$ cat src/rtl/rs232_pkg.sv
// Shared RS-232 transmitter definitions: FSM state encoding and frame constants.
package rs232_pkg;

    typedef enum logic [2:0] {
        IDLE,
        START,
        DATA,
        PARITY,
        STOP
    } tx_state_t;

    localparam int unsigned DATA_BITS   = 8;
    localparam logic        START_LEVEL = 1'b0;
    localparam logic        STOP_LEVEL  = 1'b1;
    localparam logic        IDLE_LEVEL  = 1'b1;

    function automatic logic even_parity(input logic [DATA_BITS-1:0] d);
        return ^d;
    endfunction

endpackage

$ cat src/rtl/clk_div_tx.sv
// Bit-period divider: while enabled, pulses z_o for one cycle every baud_i+1 clocks.
module clk_div_tx #(
    parameter int unsigned Width = 15
) (
    input  logic             clk_i,
    input  logic             rst_i,
    input  logic             en_i,
    input  logic [Width-1:0] baud_i,
    output logic             z_o
);

    logic [Width-1:0] cnt;

    always_ff @(posedge clk_i or negedge rst_i) begin
        if (!rst_i) begin
            cnt <= '0;
        end else if (!en_i || cnt == baud_i) begin
            cnt <= '0;
        end else begin
            cnt <= cnt + 1'b1;
        end
    end

    always_comb begin
        z_o = en_i && (cnt == baud_i);
    end

endmodule

$ cat src/rtl/rs232_tx.sv
// RS-232 frame transmitter: start, 8 data bits LSB first, optional even parity, stop.
// Define RS232_TX_TWO_STOP_EN to send two stop bits instead of one.
module rs232_tx
    import rs232_pkg::*;
#(
    parameter int unsigned Width = 15
) (
    input  logic             clk_i,
    input  logic             rst_i,
    input  logic [Width-1:0] baud_i,
    input  logic             psel_i,
    input  logic [7:0]       din_i,
    input  logic             start_i,
    output logic             tx_o,
    output logic             busy_o,
    output logic             eot_o
);

    tx_state_t        state;
    logic [7:0]       shreg;
    logic [3:0]       bit_cnt;
    logic             psel_q;
    logic             par_q;
    logic [Width-1:0] baud_q;
    logic             div_en;
    logic             tick;
`ifdef RS232_TX_TWO_STOP_EN
    logic             stop2;
`endif

    always_comb begin
        div_en = (state != IDLE);
    end

    clk_div_tx #(
        .Width (Width)
    ) u_clk_div_tx (
        .clk_i  (clk_i),
        .rst_i  (rst_i),
        .en_i   (div_en),
        .baud_i (baud_q),
        .z_o    (tick)
    );

    always_ff @(posedge clk_i or negedge rst_i) begin
        if (!rst_i) begin
            state   <= IDLE;
            tx_o    <= IDLE_LEVEL;
            busy_o  <= 1'b0;
            eot_o   <= 1'b0;
            shreg   <= '0;
            bit_cnt <= '0;
            psel_q  <= 1'b0;
            par_q   <= 1'b0;
            baud_q  <= '0;
`ifdef RS232_TX_TWO_STOP_EN
            stop2   <= 1'b0;
`endif
        end else begin
            eot_o <= 1'b0;
            case (state)
                IDLE: begin
                    tx_o <= IDLE_LEVEL;
                    if (start_i) begin
                        shreg  <= din_i;
                        par_q  <= even_parity(din_i);
                        psel_q <= psel_i;
                        baud_q <= baud_i;
                        tx_o   <= START_LEVEL;
                        busy_o <= 1'b1;
                        state  <= START;
                    end
                end
                START: begin
                    if (tick) begin
                        tx_o    <= shreg[0];
                        shreg   <= shreg >> 1;
                        bit_cnt <= '0;
                        state   <= DATA;
                    end
                end
                DATA: begin
                    if (tick) begin
                        if (bit_cnt == 4'(DATA_BITS - 1)) begin
                            if (psel_q) begin
                                tx_o  <= par_q;
                                state <= PARITY;
                            end else begin
                                tx_o  <= STOP_LEVEL;
                                state <= STOP;
`ifdef RS232_TX_TWO_STOP_EN
                                stop2 <= 1'b0;
`endif
                            end
                        end else begin
                            tx_o    <= shreg[0];
                            shreg   <= shreg >> 1;
                            bit_cnt <= bit_cnt + 1'b1;
                        end
                    end
                end
                PARITY: begin
                    if (tick) begin
                        tx_o  <= STOP_LEVEL;
                        state <= STOP;
`ifdef RS232_TX_TWO_STOP_EN
                        stop2 <= 1'b0;
`endif
                    end
                end
                STOP: begin
                    if (tick) begin
`ifdef RS232_TX_TWO_STOP_EN
                        // First stop period only arms the second one.
                        if (!stop2) begin
                            stop2 <= 1'b1;
                        end else begin
                            state  <= IDLE;
                            busy_o <= 1'b0;
                            eot_o  <= 1'b1;
                        end
`else
                        state  <= IDLE;
                        busy_o <= 1'b0;
                        eot_o  <= 1'b1;
`endif
                    end
                end
                default: begin
                    state  <= IDLE;
                    tx_o   <= IDLE_LEVEL;
                    busy_o <= 1'b0;
                end
            endcase
        end
    end

endmodule

$ cat config.mk
export PLATFORM = sky130hd
export DESIGN_NAME = rs232_tx
export DESIGN_NICKNAME = d
export VERILOG_FILES = /design/src/rtl/rs232_pkg.sv /design/src/rtl/clk_div_tx.sv /design/src/rtl/rs232_tx.sv
export SDC_FILE = /design/constraint.sdc
export NUM_CORES = 1
export LEC_CHECK = 0
export CORE_AREA = 2 2 68 70
export CTS_CLUSTER_SIZE = 24
export DETAILED_ROUTE_END_ITERATION = 16
export DIE_AREA = 0 0 70 72
export PLACE_DENSITY = 0.82
export SETUP_SLACK_MARGIN = 0.4
export SLEW_MARGIN = 5
export SYNTH_ARGS = -nofsm -noshare
export SYNTH_HDL_FRONTEND = slang
export SYNTH_SLANG_ARGS = --single-unit
$ cat constraint.sdc
create_clock -name clk_i -period 3.26 [get_ports clk_i]
set_input_delay 0.489 -clock clk_i [delete_from_list [all_inputs] [get_ports clk_i]]
set_output_delay 0.489 -clock clk_i [all_outputs]
set_load 0.1 [all_outputs]
* After elaboration in Yosys (flattened, before gate mapping) *
Cells that the tools add are included.
Widths: inputs -> output; s select.

cells by class
  bitwise logic cells = 2
  muxes and demuxes = 30
  $add $sub $neg = 2
  equal/unequal tests = 13
  reduce and logical (&&, ||, !) cells = 15

operators by type and width
  kind                   number
  $mux 8                 4
  $pmux 8 s3             1
  $mux 3                 7
  $add 15x1->15 const B  1
  $eq 15x15->1           1
  $mux 15                1
  $pmux 3 s5             1
  $ne 2x2->1 const B     7
  $mux 4                 3
  $mux 1                 10
  $pmux 4 s2             1
  $reduce_and 4->1       2
  $reduce_xor 8->1       1
  $eq 3x2->1 const B     2
  $reduce_and 6->1       1
  $reduce_bool 3->1      2
  $pmux 1 s5             1
  $reduce_and 5->1       1
  $add 4x1->4 const B    1
  $eq 4x3->1 const B     1
  $eq 3x1->1 const B     1
  $eq 3x3->1 const B     1
  $logic_not 3->1        1
  $pmux 1 s3             1
  other kinds (8)        9

word-level totals
  register bits = 50
  output and inout port bits = 3

* Logic depth before layout (Yosys ltp) *
  word-level depth = 4
  depth in mapped cells = 7
  gate-level depth less buffers = 6

* By module *
Synthesis repeated with hierarchy kept, for this count alone.

unflattened totals
  cells, all modules = 241
  area, all modules = 2875.3 um2

by module, submodules not included
  module      cells an instance  instances  seq. area each (um2)  area an instance (um2)
  rs232_tx    145                1          877.1                 1805.5
  clk_div_tx  96                 1          375.4                 1069.8

* Worst setup path before layout *
No wires, ideal clock.

  path type = reg2reg
  start point = register u_clk_div_tx.cnt[0]
  end point = register shreg[0]
  stages on the path, launching flop included = 7
  path slack = 1.207 ns
  data arrival time = 1.928 ns
  required time = 3.135 ns
  cells stage by stage = dfrtp_1 -> xnor2_1 -> nand4_1 -> or4_1 -> clkbuf_2 -> o21ai_4 -> mux2_2

on the way
  longest elaborated chain between the ends = 4
  elaborated cells between the ends (all ways) = 5
  those cells by class = eq/ne: 3; reduce/logical: 2

ends and longest elaborated chain
  item                                 line              text
  from (decl)                          clk_div_tx.sv:12  logic [Width-1:0] cnt;
  from (signal assigned)               clk_div_tx.sv:20  cnt <= cnt + 1'b1;
  $eq 15x15->1 *                       clk_div_tx.sv:25  z_o = en_i && (cnt == baud_i);
  $logic_and 1x1->1 *                  clk_div_tx.sv:25
  $ne 2x2->1 (no source line)          -
  $reduce_and 5->1 (no source line) *  -
  to (signal assigned)                 rs232_tx.sv:65    shreg <= din_i;
  to (signal assigned)                 rs232_tx.sv:77    shreg <= shreg >> 1;
  to (signal assigned)                 rs232_tx.sv:97    shreg <= shreg >> 1;
  to (decl)                            rs232_tx.sv:20    logic [7:0] shreg;

Mark *: on every way between the ends. The rest lies on a longest branch, timed or not.
A chain may end at the register's enable or synchronous reset.

* Final worst setup path *
  start point = register busy_o
  end point = output busy_o

RTL lines
  item                    line             text
  from (decl)             rs232_tx.sv:15   output logic busy_o,
  from (signal assigned)  rs232_tx.sv:49   busy_o <= 1'b0;
  from (signal assigned)  rs232_tx.sv:70   busy_o <= 1'b1;
  from (signal assigned)  rs232_tx.sv:124  busy_o <= 1'b0;

No word-level cell between the ends.

==> metrics.log <==
[metrics] Yosys reg bits: 50
[metrics] clock latency of the later-clocked register in the worst-skew pair: 0.31 ns
[metrics] Slew @ Worst Pin: 1.07 ns
[metrics] maximum number of pins on one net before global-route repair: 51
[metrics] antenna violations before repair: 0
[metrics] area post-placement: 2810 um^2
[metrics] leading cell type in the layout, fill and taps excluded: sky130_fd_sc_hd__nand2_1
[metrics] number of failing hold endpoints at the final stage: 0
[metrics] post-layout worst setup margin: 0.943 ns
[metrics] top library cells by usage in the layout, fill and taps aside: sky130_fd_sc_hd__nand2_1 (62), sky130_fd_sc_hd__dfrtp_1 (49), sky130_fd_sc_hd__xnor2_1 (28)
[metrics] part of the Yosys area used for sequential elements: 50.4%
[metrics] via count of the first global-routing pass: 1775
[metrics] top-area cell type share of the netlist area: 49.3%
[metrics] Leak Pwr: 0.00128 uW
[metrics] synth unique cells: 41
[metrics] CP Data Arrival Time: 1.83 ns
[metrics] post-route ant nets: 0
[metrics] Reg-to-Reg End: shreg[2]
[metrics] power density relative to cell area: 833 nW/um^2
[metrics] synthesized area divided by synthesized cell count: approximately 9.7 um^2
[metrics] Crit path max-delay family: buffers and inverters
[metrics] yosys warns: 0
[metrics] post-synthesis cell count: 257
[metrics] crit-path max cell delay: 1.14 ns
[metrics] wire length of the first global-routing pass: 8290 um
[metrics] initial core utilization: 58.3%
[metrics] DRC violations left: 0
[metrics] count of flip-flops with a built-in enable after synthesis: 0
[metrics] library cell used as clock root buffer: sky130_fd_sc_hd__clkbuf_8
[metrics] netlist area before placement: 2490 um^2
[metrics] first-iteration detailed-routing DRC count: 189
[metrics] cell chain of the critical path: clkdlybuf4s50_1
[metrics] f_max: 432 MHz
[metrics] half-perimeter wire length after placement: 3440 um
[metrics] R2R Setup Slk: 0.95 ns
[metrics] Worst setup SP type: flip-flop
[metrics] number of max-slew violations in the final report: 0
[metrics] Hold WC Path Type: in2async
[metrics] GP Congestion: 0.857
[metrics] drt via density: 5.50
[metrics] setup TNS after final layout: 0 ns
[metrics] diode count: 0
[metrics] TritonCTS Buffers: 5
[metrics] setup repair after global routing missed its margin: no
[metrics] net count reported at finish: 315
[metrics] VDD IR max: between 500 and 600 uV
[metrics] post-DR wirelength/cell: 14.2 um
[metrics] leading register cell type out of synthesis: sky130_fd_sc_hd__dfrtp_1
[metrics] library cell occupying the most area in the post-synthesis netlist: sky130_fd_sc_hd__dfrtp_1
[metrics] number of rows in the core area: 24
[metrics] fraction of layout instances using a drive strength above 1: 10.5%
[metrics] post-route clock period utilization: between 70 and 80%
[metrics] clock sink count: 50
[metrics] cells resized by post-CTS repair: 0
[metrics] final instance area: 2950 um^2
[metrics] H-tree depth reported by CTS: 2
[metrics] hold buffer count at CTS: 0
[metrics] run status: finished clean
[metrics] worst relative slew slack: 28.7%
[metrics] die area: 5040 um^2
[metrics] Crit. End Element: output port
[metrics] num ports: 30
[metrics] max-capacitance violation count: 0
[metrics] aggregate global routing overflow: 0
[metrics] Worst Hold Slack: 0.364 ns
[metrics] Reg clk slew, reported paths: 0.10 ns
[metrics] Util after Layout: 69.2%
[metrics] detailed-route via count: between 1500 and 2000
[metrics] clock tree from TritonCTS: yes
[metrics] required time reported for the critical path endpoint: 2.77 ns
[metrics] reg2reg path depth: 5
[metrics] number of buffers and inverters on the critical path: 1
[metrics] die width: 70 um
[metrics] dominant cells by area after synthesis: sky130_fd_sc_hd__dfrtp_1 (49%), sky130_fd_sc_hd__xnor2_1 (9.9%), sky130_fd_sc_hd__nand2_1 (9.4%), sky130_fd_sc_hd__mux2_2 (6.3%), sky130_fd_sc_hd__nor2_1 (3.3%)
[metrics] startpoint of the worst register-to-register path: u_clk_div_tx.cnt[4]
[metrics] worst-path fanout max: 3
[metrics] synth-to-layout area growth: 18.7%
[metrics] number of post-CTS setup repair buffers: 0
[metrics] count of endpoints failing setup in the final report: 0
[metrics] minimum clock period: 2.32 ns
[metrics] number of optimization iterations in the first detailed-route pass: 4
[metrics] setup slack at placement: 1.00 ns
[metrics] maximum buffer depth of the clock tree: 2
[metrics] global-route usage over all layers: 20.9%
[metrics] height of the die: 72 um
[metrics] Critical-path top delay cell: sky130_fd_sc_hd__clkdlybuf4s50_1
[metrics] wire length reported by the detailed router: 4830 um
[metrics] start-to-end type of the worst setup path: reg2out
[metrics] Mapped Nets: around 290
[metrics] number of buffers inserted by port buffering: 29
[metrics] asr flop ratio synth: 100%
[metrics] post-route clock skew: between 0.009 and 0.01 ns
[metrics] floorplan core area: 4260 um^2
synth_stat cells (5+ instances only):
| cell type | count |
|---|---|
| sky130_fd_sc_hd__inv_1 | 6 |
| sky130_fd_sc_hd__clkbuf_1 | 7 |
| sky130_fd_sc_hd__dfrtp_1 | 49 |
| sky130_fd_sc_hd__nor4_1 | 5 |
| sky130_fd_sc_hd__nand2_1 | 62 |
| sky130_fd_sc_hd__o21ai_0 | 8 |
| sky130_fd_sc_hd__nor2_1 | 22 |
| sky130_fd_sc_hd__xnor2_1 | 28 |
| sky130_fd_sc_hd__nand3_1 | 11 |
| sky130_fd_sc_hd__mux2_2 | 14 |
| sky130_fd_sc_hd__xor2_1 | 7 |
stage by stage:
| step | total power (uW) | instances |
|---|---|---|
| 6_report | 2460 | 339 |
| 5_1_grt | 2630 | 339 |
| 4_1_cts | 2470 | 339 |
| 3_5_place_dp | 1950 | 331 |
| 3_3_place_gp | 1910 | 331 |
| 2_1_floorplan | 1710 | 257 |
flip-flops by register name (all words and copies together), names as in the netlist:
signal / flops
par_q: 1
bit_cnt: 4
baud_q: 15
u_clk_div_tx.cnt: 15
shreg: 8
busy_o: 1
eot_o: 1
state: 3
tx_o: 1
psel_q: 1
where the power goes:
group | total [uW] | switching, uW | internal, uW
combinational | 910 | 479 | 431
sequential | 1030 | 193 | 835
clock | 520 | 213 | 307
total | 2460 | 885 | 1570
cell families after synthesis:
| logic type | Yosys count | share of synthesized area (%) |
|---|---|---|
| AOI/OAI and AO/OA | 25 | 7.20 |
| xor gates and xnor gates | 35 | 12.3 |
| adders and majority gates | 2 | 1.01 |
| buffers and inverters | 15 | 2.37 |
| DFF | 50 | 50.4 |
| muxes | 14 | 6.34 |
| and+or+nand+nor | 116 | 20.4 |
worst max path at each step:
stage                     cells after the start  slack [ns]       end                  from
after floorplan                               6        1.21  shreg[0]   u_clk_div_tx.cnt[0]
after global placement                        5        1.02  shreg[3]  u_clk_div_tx.cnt[13]
after detailed placement                      5        1.00  shreg[2]   u_clk_div_tx.cnt[0]
after CTS                                     1        0.93    busy_o                busy_o
after global routing                          5        0.85  shreg[2]   u_clk_div_tx.cnt[0]
final                                         1        0.94    busy_o                busy_o
layout make-up:
type	count	area [um^2]
clock buffer	5	68.8
multi-input combinational	192	1170
timing repair buffer	31	298
fill	320	1310
clock inverter	3	68.8
inverter	6	22.5
tap	52	65.1
sequential	50	1250
layer usage:
metal / global-route usage, % / part of all wire (%)
met1: 27.5 / 48
met2: 34.8 / 48
met3: 3.75 / 3.2
met4: 8.12 / 1.5
met5: 0 / 0
(Power assumes the default switching activity.)
